File: config.mk
export PLATFORM = sky130hd
export DESIGN_NAME = spm_seq_ctrl
export DESIGN_NICKNAME = d
export VERILOG_FILES = /design/src/rtl/spm_seq_ctrl.sv
export SDC_FILE = /design/constraint.sdc
export NUM_CORES = 1
export LEC_CHECK = 0
export BUFFER_PORTS_ARGS = -buffer_cell sky130_fd_sc_hd__buf_4
export CAP_MARGIN = 20
export CORE_MARGIN = 5
export CORE_UTILIZATION = 59
export DETAILED_ROUTE_END_ITERATION = 16
export MAX_ROUTING_LAYER = met4
export PLACE_DENSITY_LB_ADDON = 0.25
export SETUP_SLACK_MARGIN = 0.15
export SKIP_CTS_REPAIR_TIMING = 1
export SYNTH_ARGS = -nofsm -noshare
export SYNTH_HDL_FRONTEND = slang
export SYNTH_SLANG_ARGS = --single-unit
File: constraint.sdc
create_clock -name clk -period 5.9 [get_ports clk]
set_clock_uncertainty 0.2 [all_clocks]
set_input_delay 0.295 -clock clk [delete_from_list [all_inputs] [get_ports clk]]
set_output_delay 0.295 -clock clk [all_outputs]
set_load 0.01 [all_outputs]
File: src/rtl/spm_seq_ctrl.sv
// Operand/product sequencer around a serial/parallel multiplier array:
// holds a on the array, streams x LSB first, then collects the serial product.
module spm_seq_ctrl #(
    parameter int unsigned bits   = 32,
    parameter int unsigned WARMUP = 3
) (
    input  logic              clk,
    input  logic              rstn,
    input  logic              in_valid,
    output logic              in_ready,
    input  logic [bits-1:0]   in_a,
    input  logic [bits-1:0]   in_x,
    output logic              out_valid,
    input  logic              out_ready,
    output logic [2*bits-1:0] out_p,
    output logic [bits-1:0]   mul_a,
    output logic              mul_x,
    input  logic              mul_y
);

    localparam int unsigned PW     = 2 * bits;
    localparam int unsigned CW_RUN = $clog2(PW + 2);
    localparam int unsigned CW_WU  = (WARMUP > 1) ? $clog2(WARMUP) : 1;
    localparam int unsigned CW     = (CW_RUN > CW_WU) ? CW_RUN : CW_WU;

    typedef enum logic [1:0] {
        S_WARMUP,
        S_IDLE,
        S_RUN,
        S_DONE
    } state_t;

    state_t          state, state_nxt;
    logic [CW-1:0]   cnt, cnt_nxt;
    logic [bits-1:0] x_reg;
    logic [PW-1:0]   prod;
    logic            accept;

    always_ff @(posedge clk or negedge rstn) begin
        if (!rstn) begin
            state <= S_WARMUP;
            cnt   <= '0;
        end else begin
            state <= state_nxt;
            cnt   <= cnt_nxt;
        end
    end

    always_comb begin
        state_nxt = state;
        cnt_nxt   = cnt;
        in_ready  = 1'b0;
        accept    = 1'b0;
        unique case (state)
            S_WARMUP: begin
                cnt_nxt = cnt + 1'b1;
                if (cnt == CW'(WARMUP - 1)) begin
                    state_nxt = S_IDLE;
                    cnt_nxt   = '0;
                end
            end
            S_IDLE: begin
                in_ready = 1'b1;
                if (in_valid) begin
                    accept    = 1'b1;
                    state_nxt = S_RUN;
                    cnt_nxt   = '0;
                end
            end
            S_RUN: begin
                cnt_nxt = cnt + 1'b1;
                if (cnt == CW'(PW)) begin
                    state_nxt = S_DONE;
                    cnt_nxt   = '0;
                end
            end
            S_DONE: begin
                if (out_valid && out_ready)
                    state_nxt = S_IDLE;
            end
            default: state_nxt = S_WARMUP;
        endcase
    end

    // out_p/out_valid load one cycle after the last product bit lands in prod,
    // so DONE always spends its first cycle publishing the result.
    always_ff @(posedge clk or negedge rstn) begin
        if (!rstn) begin
            mul_a     <= '0;
            mul_x     <= 1'b0;
            x_reg     <= '0;
            prod      <= '0;
            out_p     <= '0;
            out_valid <= 1'b0;
        end else begin
            unique case (state)
                S_IDLE: begin
                    mul_x <= 1'b0;
                    if (accept) begin
                        mul_a <= in_a;
                        mul_x <= in_x[0];
                        x_reg <= in_x >> 1;
                    end
                end
                S_RUN: begin
                    mul_x <= x_reg[0];
                    x_reg <= x_reg >> 1;
                    if (cnt != '0)
                        prod <= {mul_y, prod[PW-1:1]};
                end
                S_DONE: begin
                    if (!out_valid) begin
                        out_valid <= 1'b1;
                        out_p     <= prod;
                    end else if (out_ready) begin
                        out_valid <= 1'b0;
                    end
                end
                default: begin
                    mul_x <= 1'b0;
                end
            endcase
        end
    end

endmodule

; Word level (Yosys, flattened, before mapping)
; Cells that the tools add are included.
; Widths: inputs -> output; s select.
[classes]
add_sub_neg = 1
mul = 0
n_div = 0
order_cmp = 0
eq_ne = 10
shift = 0
muxes = 18
n_bitwise = 1
reduce_logical = 11
[op_table]
columns = cell, count
row1 = $pmux 32 s2, 1
row2 = $mux 32, 1
row3 = $mux 7, 3
row4 = $pmux 7 s3, 1
row5 = $ne 2x2->1 const B, 5
row6 = $reduce_and 2->1, 5
row7 = $mux 2, 4
row8 = $pmux 2 s4, 1
row9 = $add 7x1->7 const B, 1
row10 = $eq 7x2->1 const B, 1
row11 = $eq 7x7->1 const B, 1
row12 = $reduce_bool 7->1, 1
row13 = $mux 1, 6
row14 = $eq 2x2->1 const B, 2
row15 = $reduce_and 4->1, 1
row16 = $pmux 1 s3, 1
row17 = $reduce_bool 3->1, 1
row18 = $eq 2x1->1 const B, 1
row19 = $logic_not 2->1, 1
row20 = $reduce_bool 2->1, 1
row21 = $logic_and 1x1->1, 1
row22 = $not 1->1, 1
[word_totals]
reg_bits = 203
latch_bits = 0
ramBits = 0
rom_bits = 0
word_cells = 49
memories = 0

; Depth between registers and ports, before layout
[logic_depth]
depth_word = 4
ltp_mapped = 8
depth_no_buf = 6

; Worst setup path after synthesis
; Ideal clock, no wire load.
[synth_timing]
path_type = register to register
startpoint = register cnt[0]
endpoint = register prod[10]
arrival_time_ns = 1.619
required_ns = 5.575
slack_ns = 3.956
stages_incl_launch_ff = 8
path_buffers = 1
synth_period_minus_slack_ns = 1.944
cell_sequence = dfrtp_1 > inv_1 > ha_1 > nor4b_4 > nand2_2 > nand2_8 > buf_12 > mux2_4
[synth_via]
elab_chain_cells = 2
[synth_rtl]
columns = item, line
row1 = "start, declared", 34  ; logic [CW-1:0] cnt, cnt_nxt;
row2 = "start signal, assigned", 45  ; cnt <= cnt_nxt;
row3 = $reduce_bool 7->1, 108  ; if (cnt != '0)
row4 = $reduce_and 2->1 (no line), --
row5 = "end signal, assigned", 109  ; prod <= {mul_y, prod[PW-1:1]};
row6 = "end, declared", 36  ; logic [PW-1:0] prod;
; Every way passes these cells.
; A chain may end at the register's enable or synchronous reset.

; Worst setup path after layout
[layout_timing]
startpoint = register state[0]
endpoint = register prod[18]
[layout_via]
elab_chain_cells = 2
[layout_rtl]
columns = item, line
row1 = "start, declared", 33  ; state_t state, state_nxt;
row2 = "start signal, assigned", 44  ; state <= state_nxt;
row3 = $eq 2x2->1, 96  ; unique case (state)
row4 = $reduce_and 2->1 (no line), --
; Every way passes these cells.

==> run_results.csv <==
group,metric,value,unit
power,p_sw,1.45,mW
synthesis,syn_area_per_cell,15.1,um^2
worst_setup_path,crit_chain,"inv_1, ha_2, nand2_8, mux2_4",
cts,cts-root-buf,"clkbuf_16",
cts,insertion_delay,0.48,ns
worst_setup_path,crit_path_max_fanout,64,
synthesis,syn-cell-area,0.00836,mm^2
power,power.density,421,mW/mm^2
sta,final_hold_viol_count,2,
cells_and_area,instances_no_fill,978,
sta,rsz0062_at_grt,"false",
synthesis,yosys.area.top_type,"dfrtp_1",
cts,clock_sink_count,202,
placement,dp_cells,877,
synthesis,syn-num-nets,629,
cells_and_area,layout_common_cells,"dfrtp_1, buf_4, mux2_2",
sta,setup-violations-final,0,
worst_setup_path,worstSetupEndpointType,"flop",
placement,pre_cts_ws,2.95,ns
outcome,status,"finished, violations left",
synthesis,synth-main-ff-cell,"dfrtp_1",
cells_and_area,post-route-util,79.2,%
synthesis,async_reset_ff_share,100,%
sta,worst_slack,2.90,ns
floorplanning,num_rows,43,
drt,drt-total-wl,17400,um
synthesis,ys_warn_count,0,
drt,drc,0,
drt,routedWlPerCell,17.8,um
power,pwr-share-clk,26.5,%
synthesis,netlist_top_cells_area,"dfrtp_1, mux2_2, mux2_4",
floorplanning,die_x,129,um
drt,vias_per_cell,5.24,
floorplanning,die_area,0.0167,mm^2
drt,detail-route-antenna-nets,0,
power,vdd_drop_max,291,uV
placement,dpl.hpwl,10700,um
sta,final_max_slew_viol_count,0,
grt,grt_remaining_overflow,0,
sta,max_freq,334,MHz
cts,path_clk_slew,0.06,ns
floorplanning,initial_core_util,60.2,%
worst_setup_path,slowest_stage,"ha_2",
drt,vias,5123,
worst_hold_path,hold_path.class,"input pin to flop",
grt,antenna_found_initial,0,
worst_hold_path,hp-start,"in_x[18]",
synthesis,synth.top_cell.area_share,60.5,%
sta,slew_headroom,27.7,%
synthesis,synth_edf_count,0,
worst_setup_path,worst-setup-path-type,"flop to flop",
cts,clockBufferDepth,3,
grt,grt_max_degree,135,
power,netSwitchingFraction,31.4,%
worst_setup_path,startpoint_type,"flop",
sta,min_period,3.00,ns
flow_run,max_cap_violations,0,
sta,tns,0,ns
sta,holdWs,-0.0595,ns
cells_and_area,nNetsFinal,862,
cells_and_area,top_regs,"out_p: 64 flops, prod: 64 flops, mul_a: 32 flops",
grt,grt_pass1_vias,5184,
grt,grt_usage,20.1,%
power,p_comb_share,32.5,%
power,p_int,3.17,mW
cells_and_area,area_growth,31.5,%
synthesis,ys_seq_elements,202,
floorplanning,core,0.0139,mm^2
placement,io_buffer_count,167,
worst_setup_path,arrival,3.15,ns
power,power_frac_seq,41.0,%
synthesis,ys_types,36,
cts,cts_buffers,20,
worst_setup_path,timing.rr.start,"state[0]",
synthesis,ys_seq_area_share,60.5,%
worst_setup_path,startpoint,"state[0]",
floorplanning,ios,168,
cts,cts_tree,"built",
synthesis,syn-instance-count,552,
worst_setup_path,cp.required,6.05,ns
cells_and_area,antenna-diode-count,0,
grt,grt_pass1_wl,26500,um
worst_setup_path,worst_path_largest_cell_delay,0.92,ns
drt,detail_route.iter0.violations,263,
sta,min_period_over_period,50.8,%
drt,first_pass_iters,4,
placement,gp_congestion,0.841,
cells_and_area,final_common_cell,"dfrtp_1",
floorplanning,die_h,129,um
outcome,violations,"negative hold slack",
cts,h-tree-depth,1,
power,leakage,5.63,nW
cells_and_area,layout-drive-gt1-share,46.2,%
sta,max_slew.worst_pin.slew,1.08,ns
-- power groups by stage --
stage,Combinational (mW),Sequential [mW],Clock [mW]
5_1_grt,1.63,1.93,1.32
4_1_cts,1.47,1.89,1.25
3_5_place_dp,1.46,1.90,0
2_1_floorplan,0.978,1.93,0
6_report,1.50,1.90,1.23
3_3_place_gp,1.39,1.88,0
-- layout make-up --
type | instances | area [um^2]
clock inverters | 6 | 66.3
well taps | 180 | 225
multi-input cells | 316 | 3070
flip-flops and latches | 202 | 5050
repair buffers | 237 | 1980
clock buffers | 29 | 574
fillers | 797 | 2890
inverters | 8 | 30.0
-- stage by stage --
step / hold WS [ns] / area (um^2) / power (mW)
3_3_place_gp: 0.263 / 9660 / 3.27
5_1_grt: 0.00742 / 11000 / 4.87
3_5_place_dp: 0.271 / 9680 / 3.37
2_1_floorplan: -0.201 / 8360 / 2.91
4_1_cts: -0.166 / 10300 / 4.60
6_report: -0.0595 / 11000 / 4.62
-- cell families (layout without fill, tap and decap cells) --
logic type      Yosys count  in the layout  share of synthesized area [%]
compound gates           51             51                           3.34
xor+xnor                  2              2                          0.210
fa+ha+maj                 8              8                           1.20
buf+inv                  34            280                           2.89
flops                   202            202                           60.5
mux                     193            193                           28.2
simple gates             62             62                           3.70
-- per-layer routing --
metal,vias up,track usage [%],part of all wire [%]
li1,2403,-,-
met1,2568,26.4,41
met2,129,33.4,52
met3,23,3.71,5.0
met4,0,3.83,1.4
met5,-,-,0
-- final timing paths --
check	endpoint	slack (ns)	depth (start not counted)
hold / removal	x_reg[17]	-0.06	3
setup reg to reg	prod[18]	2.90	4
setup / recovery	prod[18]	2.90	4
hold reg to reg	x_reg[23]	0.29	2
max in group asynchronous	prod[19]	3.77	4
min in group asynchronous	mul_a[29]	0.10	2
-- worst max-delay path, delay by kind of cell, from the launching register on --
| kind | cells | cell delay [ns] |
|---|---|---|
| adders and majority gates | 1 | 0.92 |
| and+or+nand+nor | 1 | 0.66 |
| muxes | 1 | 0.51 |
| DFF | 1 | 0.42 |
| buffers and inverters | 1 | 0.12 |
-- synthesized netlist by cell type, types with 2 or more instances --
library cell	instances
dfrtp_1	202
mux2_2	101
mux2_4	60
nand2_1	40
o21ai_0	36
mux2i_1	32
buf_2	13
ha_1	8
inv_1	8
clkbuf_1	7
buf_12	6
a21oi_1	4
nand3_1	4
nor2_1	3
nor2b_1	3
nor4_1	3
a31oi_1	2
xnor2_1	2
No activity file was read; power rests on OpenSTA's default activity.
